--- config.mk ---
export PLATFORM = sky130hd
export DESIGN_NAME = elbeth_core
export DESIGN_NICKNAME = d
export VERILOG_FILES = /design/src/rtl/elbeth_core.sv
export SDC_FILE = /design/constraint.sdc
export NUM_CORES = 2
export LEC_CHECK = 0
export CELL_PAD_IN_SITES_DETAIL_PLACEMENT = 1
export CELL_PAD_IN_SITES_GLOBAL_PLACEMENT = 2
export CORE_UTILIZATION = 25
export DETAILED_ROUTE_END_ITERATION = 16
export HOLD_SLACK_MARGIN = 0.05
export PLACE_DENSITY_LB_ADDON = 0.12
export SYNTH_ARGS = -nofsm -noshare
export SYNTH_HDL_FRONTEND = slang
export SYNTH_SLANG_ARGS = --single-unit
--- constraint.sdc ---
create_clock -name clk -period 40.2 [get_ports clk]
set_input_delay 4.02 -clock clk [delete_from_list [all_inputs] [get_ports clk]]
set_output_delay 4.02 -clock clk [all_outputs]
set_load 0.005 [all_outputs]
--- src/rtl/elbeth_core.sv ---
// elbeth_core: non-pipelined multi-cycle RV32I subset core (FETCH -> EXEC -> MEM).
// Word-addressed instruction and data ports with ready handshakes; 8-bit word addresses.
module elbeth_core #(
    parameter logic [31:0] RESET_PC = 32'h0000_0000
) (
    input  logic        clk,
    input  logic        rst,
    output logic        imem_en,
    output logic [7:0]  imem_addr,
    output logic [31:0] imem_in_data,
    output logic [3:0]  imem_rw,
    input  logic [31:0] imem_out_data,
    input  logic        imem_ready,
    output logic        dmem_en,
    output logic [7:0]  dmem_addr,
    output logic [31:0] dmem_in_data,
    output logic [3:0]  dmem_rw,
    input  logic [31:0] dmem_out_data,
    input  logic        dmem_ready
);

    localparam int unsigned XLEN  = 32;
    localparam int unsigned NREGS = 32;

    localparam logic [6:0] OP_LUI    = 7'b0110111;
    localparam logic [6:0] OP_JAL    = 7'b1101111;
    localparam logic [6:0] OP_BRANCH = 7'b1100011;
    localparam logic [6:0] OP_LOAD   = 7'b0000011;
    localparam logic [6:0] OP_STORE  = 7'b0100011;
    localparam logic [6:0] OP_IMM    = 7'b0010011;
    localparam logic [6:0] OP_REG    = 7'b0110011;

    typedef enum logic [1:0] {
        FETCH,
        EXEC,
        MEM
    } state_t;

    state_t            state;
    state_t            state_next;
    logic [XLEN-1:0]   pc;
    logic [XLEN-1:0]   pc_next;
    logic [XLEN-1:0]   ir;
    logic              ir_load;
    logic [XLEN-1:0]   regs [NREGS];

    logic [6:0]        opcode;
    logic [4:0]        rd;
    logic [2:0]        funct3;
    logic [4:0]        rs1;
    logic [4:0]        rs2;
    logic [6:0]        funct7;
    logic [XLEN-1:0]   rs1_val;
    logic [XLEN-1:0]   rs2_val;
    logic [XLEN-1:0]   imm_i;
    logic [XLEN-1:0]   imm_s;
    logic [XLEN-1:0]   imm_b;
    logic [XLEN-1:0]   imm_j;
    logic [XLEN-1:0]   imm_u;

    logic [XLEN-1:0]   alu_b;
    logic [XLEN-1:0]   alu_res;
    logic              alu_valid;

    logic              wr_en;
    logic [XLEN-1:0]   wr_data;
    logic              mem_start;
    logic              is_store;
    logic [7:0]        ea_word;

    // Instruction field decode
    assign opcode  = ir[6:0];
    assign rd      = ir[11:7];
    assign funct3  = ir[14:12];
    assign rs1     = ir[19:15];
    assign rs2     = ir[24:20];
    assign funct7  = ir[31:25];
    assign rs1_val = (rs1 == 5'd0) ? '0 : regs[rs1];
    assign rs2_val = (rs2 == 5'd0) ? '0 : regs[rs2];
    assign imm_i   = {{20{ir[31]}}, ir[31:20]};
    assign imm_s   = {{20{ir[31]}}, ir[31:25], ir[11:7]};
    assign imm_b   = {{19{ir[31]}}, ir[31], ir[7], ir[30:25], ir[11:8], 1'b0};
    assign imm_j   = {{11{ir[31]}}, ir[31], ir[19:12], ir[20], ir[30:21], 1'b0};
    assign imm_u   = {ir[31:12], 12'h000};

    assign is_store = (opcode == OP_STORE);
    assign ea_word  = 8'((rs1_val + (is_store ? imm_s : imm_i)) >> 2);

    // Port drive; instruction port never writes
    assign imem_en      = (state == FETCH) && !rst;
    assign imem_addr    = pc[9:2];
    assign imem_in_data = '0;
    assign imem_rw      = 4'b0000;
    assign dmem_en      = (state == MEM);

    // ALU for register-immediate and register-register forms; unsupported encodings stay invalid
    always_comb begin
        alu_b     = (opcode == OP_REG) ? rs2_val : imm_i;
        alu_res   = '0;
        alu_valid = 1'b0;
        if ((opcode == OP_IMM) || ((opcode == OP_REG) && (funct7 == 7'h00))) begin
            alu_valid = 1'b1;
            case (funct3)
                3'b000:  alu_res = rs1_val + alu_b;
                3'b010:  alu_res = XLEN'($signed(rs1_val) < $signed(alu_b));
                3'b100:  alu_res = rs1_val ^ alu_b;
                3'b110:  alu_res = rs1_val | alu_b;
                3'b111:  alu_res = rs1_val & alu_b;
                default: alu_valid = 1'b0;
            endcase
        end else if ((opcode == OP_REG) && (funct7 == 7'h20) && (funct3 == 3'b000)) begin
            alu_valid = 1'b1;
            alu_res   = rs1_val - rs2_val;
        end
    end

    // Next-state, PC and register write control
    always_comb begin
        state_next = state;
        pc_next    = pc;
        ir_load    = 1'b0;
        wr_en      = 1'b0;
        wr_data    = '0;
        mem_start  = 1'b0;
        case (state)
            FETCH: begin
                if (imem_ready) begin
                    ir_load    = 1'b1;
                    state_next = EXEC;
                end
            end
            EXEC: begin
                state_next = FETCH;
                pc_next    = pc + 32'd4;
                case (opcode)
                    OP_LUI: begin
                        wr_en   = 1'b1;
                        wr_data = imm_u;
                    end
                    OP_JAL: begin
                        wr_en   = 1'b1;
                        wr_data = pc + 32'd4;
                        pc_next = pc + imm_j;
                    end
                    OP_BRANCH: begin
                        if (((funct3 == 3'b000) && (rs1_val == rs2_val)) ||
                            ((funct3 == 3'b001) && (rs1_val != rs2_val))) begin
                            pc_next = pc + imm_b;
                        end
                    end
                    OP_LOAD, OP_STORE: begin
                        if (funct3 == 3'b010) begin
                            mem_start  = 1'b1;
                            pc_next    = pc;
                            state_next = MEM;
                        end
                    end
                    default: begin
                        wr_en   = alu_valid;
                        wr_data = alu_res;
                    end
                endcase
            end
            MEM: begin
                if (dmem_ready) begin
                    state_next = FETCH;
                    pc_next    = pc + 32'd4;
                    wr_en      = !is_store;
                    wr_data    = dmem_out_data;
                end
            end
            default: state_next = FETCH;
        endcase
    end

    always_ff @(posedge clk or posedge rst) begin
        if (rst) begin
            state <= FETCH;
        end else begin
            state <= state_next;
        end
    end

    always_ff @(posedge clk or posedge rst) begin
        if (rst) begin
            pc <= RESET_PC;
            ir <= '0;
        end else begin
            pc <= pc_next;
            if (ir_load) begin
                ir <= imem_out_data;
            end
        end
    end

    always_ff @(posedge clk or posedge rst) begin
        if (rst) begin
            for (int i = 0; i < NREGS; i++) begin
                regs[i] <= '0;
            end
        end else if (wr_en && (rd != 5'd0)) begin
            regs[rd] <= wr_data;
        end
    end

    // Data-port request fields are captured once in EXEC and held through MEM
    always_ff @(posedge clk or posedge rst) begin
        if (rst) begin
            dmem_addr    <= '0;
            dmem_rw      <= 4'h0;
            dmem_in_data <= '0;
        end else if (mem_start) begin
            dmem_addr    <= ea_word;
            dmem_rw      <= is_store ? 4'hF : 4'h0;
            dmem_in_data <= rs2_val;
        end
    end

endmodule

After elaboration in Yosys (flattened, before gate mapping)
Index checks and enable logic that the tools add are counted.
Widths: inputs -> output; s select.

cells by class
  $add $sub $neg = 6
  $mul = 0
  div/mod/pow operators = 0
  magnitude comparators = 5
  equality and inequality tests = 20
  shift operators = 0
  mux-type cells = 41
  bitwise logic cells = 6
  reductions and logical operators = 25

operators by type and width
  operator               count
  $bwmux 1024            1
  $mux 32                14
  $bmux 32 s5            2
  $pmux 32 s3            2
  $demux 32 s5           1
  $pmux 32 s5            1
  $pmux 32 s2            2
  $add 32x32->32         3
  $add 32x3->32 const B  1
  $and 32x32->32         1
  $eq 32x32->1           1
  $lt 32x32->1           1
  $ne 32x32->1           1
  $or 32x32->32          1
  $sub 32x32->32         1
  $xor 32x32->32         1
  $eq 7x6->1 const B     4
  $ge 6x6->1 const B     3
  $not 5->6              3
  $eq 7x7->1 const B     2
  $add 10x10->10         1
  $logic_not 5->1        2
  $eq 3x3->1 const B     3
  $mux 1                 9
  28 further kinds       42

word-level totals
  register bits after elaboration = 1134
  latch bits = 0
  bits in writable memories = 0
  memory bits (read-only) = 0
  input bits = 68
  output and inout bits = 90
  logic and storage cells = 141
  memories = 0

Logic depth before layout (Yosys ltp)
  depth in word-level cells = 12
  depth in mapped cells = 26
  depth with buffers taken out = 19

Worst setup path before layout
No wires, ideal clock.

  path type = input port to output port
  start = in rst
  end = out imem_en
  arrival time = 4135 ps
  required time = 36180 ps
  setup slack = 32045 ps
  cell stages on the path = 1
  path buffers = 0
  cell sequence = nor2b_1

between the ends
  longest elaborated chain between the ends = 2

ends and longest elaborated chain
  what                              line  RTL
  start: declaration                7     input logic rst,
  $logic_not 1->1 (no source line)  -
  $logic_and 1x1->1                 90    assign imem_en = (state == FETCH) && !rst;
  end: declaration                  8     output logic imem_en,

No other way between the ends.

Final worst setup path
Same ends and word-level chain as after synthesis.

==> results.toml <==
[finish]
area_delta_synth_final_pct = 14.9
layout-drive-gt1-share_pct = 22.3
design_area_sq_um = 78800
layout_common_cells = "dfrtp_1, nand2_1, o21ai_0"
num-nets-final = 6483
layout_commonest_cell = "dfrtp_1"
fillers = 29900
seqCellArea_sq_um = 28300
multi_input_area_sq_um = 37600
final_util_pct = 29.0

[setup_path]
worst-endpoint-arrival_ns = 5.24
endpoint_kind = "output pin"
path_class = "input port to output pin"
worstPathMaxFanout = 2
crit_required_ns = 36.18
cp-start-kind = "input port"

[logic_synthesis]
yosys_warnings = 0
synth_cell_types = 93
ys.flop_type = "dfrtp_1"
post_synth_inst_count = 6391
synth_edf_count = 0
ys_seq_elements = 1130
syn_avg_cell_area_sq_um = 10.7
synth_area_leaders = "dfrtp_1, mux4_2, nand2_1, o21ai_0, mux2_2"
yosysSeqAreaShare_pct = 41.3
syn_area_sq_um = 68500
yosysTopAreaCell = "dfrtp_1"
postSynth.asyncResetShare_pct = 100
synth_top_area_share_pct = 41.3

[timing]
setup_violations = 0
tightest_slew_ns = 1.35
holdWs_ns = 0.394
finalCritPeriodShare_pct = 23.0
finalHoldViolCount = 0
drv_slew = 0
fmax_ghz = 0.108
skew_ns = 0.0464
period_needed_ns = 9.26
rsz0062_at_grt = "false"
slew_headroom_pct = 9.91
finalSetupTns_ns = 0
fin_ws_ns = 30.94

[floorplan]
num_rows = 191
initial_core_util_pct = 25.2
die_h_um = 526
fp.dieArea_sq_um = 276000
io_pins = 158
core_sq_um = 272000
die_x_um = 526

[power_and_ir_drop]
p_leak_nw = 33.1
intPower_w = 0.00286
pwr-share-seq_pct = 25.7
combPwrFrac_pct = 46.8
power.share.switching_pct = 44.3
power_frac_clock_pct = 27.5
ir_worst_vdd_mv = 0.0495
power_density_nw_per_um2 = 65.2
switchingPower_w = 0.00227

[placement]
gp_congestion = 0.835
dp_hpwl_um = 198000
pre_cts_slack_ns = 30.92
dpl-instance-area_sq_um = 73600
port_buffers = 121

[clocking]
cts_sinks = 1130
post-cts-setup-buffer-count = 0
post_cts_resized = 0
holdBufCountCts = 0
clock_path_buffers = 3
clkTransAtPathRegs_ns = 0.05
htree_num_levels = 4
insertion_delay_ns = 0.83
cts-root-buf = "clkbuf_16"
cts_tree = "built"
cts-buffers-inserted = 150

[global_routing]
antenna_found_initial = 18
grt_max_degree = 143
grt_pass1_vias = 55600
grt_pass1_wl_um = 441000
track_usage_pct = 22.3
grt_overflow = 0

[run_status]
status = "completed"

[hold_path]
hp-class = "flip-flop to flip-flop"

[routing]
routed_via_density = 5.29
drt_wl_total_um = 308000
via_count = 52500
firstDrtPassIters = 5
drc_errors = 0
final_antenna_net_count = 0
drt-initial-drc-count = 3494
wl_per_cell_um = 31.0

[run]
drv_cap = 0
==> layer usage <==
layer	GRT usage (%)	wire length, um	share of wire [%]	vias to the layer above
met5	0	29	0.0094	-
met1	31.6	147000	48	28100
met4	6.82	9300	3.0	4
met3	2.96	11500	3.7	346
met2	35.0	140000	45	1050
li1	-	-	-	23000
==> worst paths after layout <==
kind	end	slack (ns)	from	depth (start not counted)
worst max-delay path	imem_en	30.94	rst	3
worst min-delay path	regs[992]	0.39	regs[992]	0
worst max register to register	regs[350]	31.61	ir[20]	21
worst min register to register	regs[992]	0.39	regs[992]	0
max in group asynchronous	regs[713]	32.58	rst	6
min in group asynchronous	dmem_in_data[1]	3.76	rst	2
==> logic make-up after synthesis <==
kind of cell,Yosys count,share of synthesized area [%]
adder cells (fa/ha/maj),187,3.46
other,1,0.00547
flip-flops,1130,41.3
multiplexers,974,25.1
AO/OA/AOI/OAI,1602,13.9
AND/OR/NAND/NOR,1572,9.75
XOR/XNOR,130,1.66
buffers and inverters,795,4.83
==> critical path, stage by stage <==
cell	delay, ns
clkdlybuf4s50_1	0.51
nor2b_1	0.19
clkdlybuf4s50_1	0.52
==> layout make-up <==
cell class | instances | share of cell area, %
sequential | 1130 | 36.0
multi-input combinational | 4501 | 47.7
tap | 3570 | 5.67
clock inverter | 44 | 0.799
timing repair buffer | 307 | 3.45
clock buffer | 227 | 5.72
antenna | 6 | 0.0191
inverter | 138 | 0.667
==> registers in the layout, summed over array words and instances, names as in the netlist <==
name / cells
ir: 32
state: 2
regs: 1024
dmem_addr: 8
dmem_in_data: 32
pc: 31
dmem_rw: 1
==> stage by stage <==
step | std cells | total power (W)
CTS | 9917 | 0.00520
global placement | 9646 | 0.00375
finish | 9923 | 0.00514
detailed placement | 9646 | 0.00375
floorplan | 6426 | 0.00285
global route | 9918 | 0.00541
==> Yosys cell counts (all sizes together), types with 7 or more instances <==
cell    instances
or3            14
a21o           83
mux4          565
nand2b         38
a31oi          19
a32oi           8
a221o          17
a22o           19
nand2         984
o21bai         21
xnor2          83
o221ai         28
and3           24
a221oi         37
nand3          37
nor3b           7
a22oi          24
nor4           12
o31ai          76
o21ai         766
mux2i         112
xor2           47
o211ai         10
clkbuf        466
nor2b          30
inv           137
nor2          259
ha            183
nand4          31
a21oi         317
o21a           39
buf           191
mux2          297
and2           16
or2            17
nor3           81
o22ai          38
a211o          16
a211oi         30
dfrtp        1130
==> power by group through the flow <==
stage               Combinational [W]  Sequential, W  Clock, W
floorplan                     0.00161        0.00123         0
global placement              0.00241        0.00134         0
detailed placement            0.00241        0.00134         0
CTS                           0.00242        0.00132   0.00146
global route                  0.00258        0.00133   0.00150
finish                        0.00240        0.00132   0.00141
No activity file was read; power rests on OpenSTA's default activity.
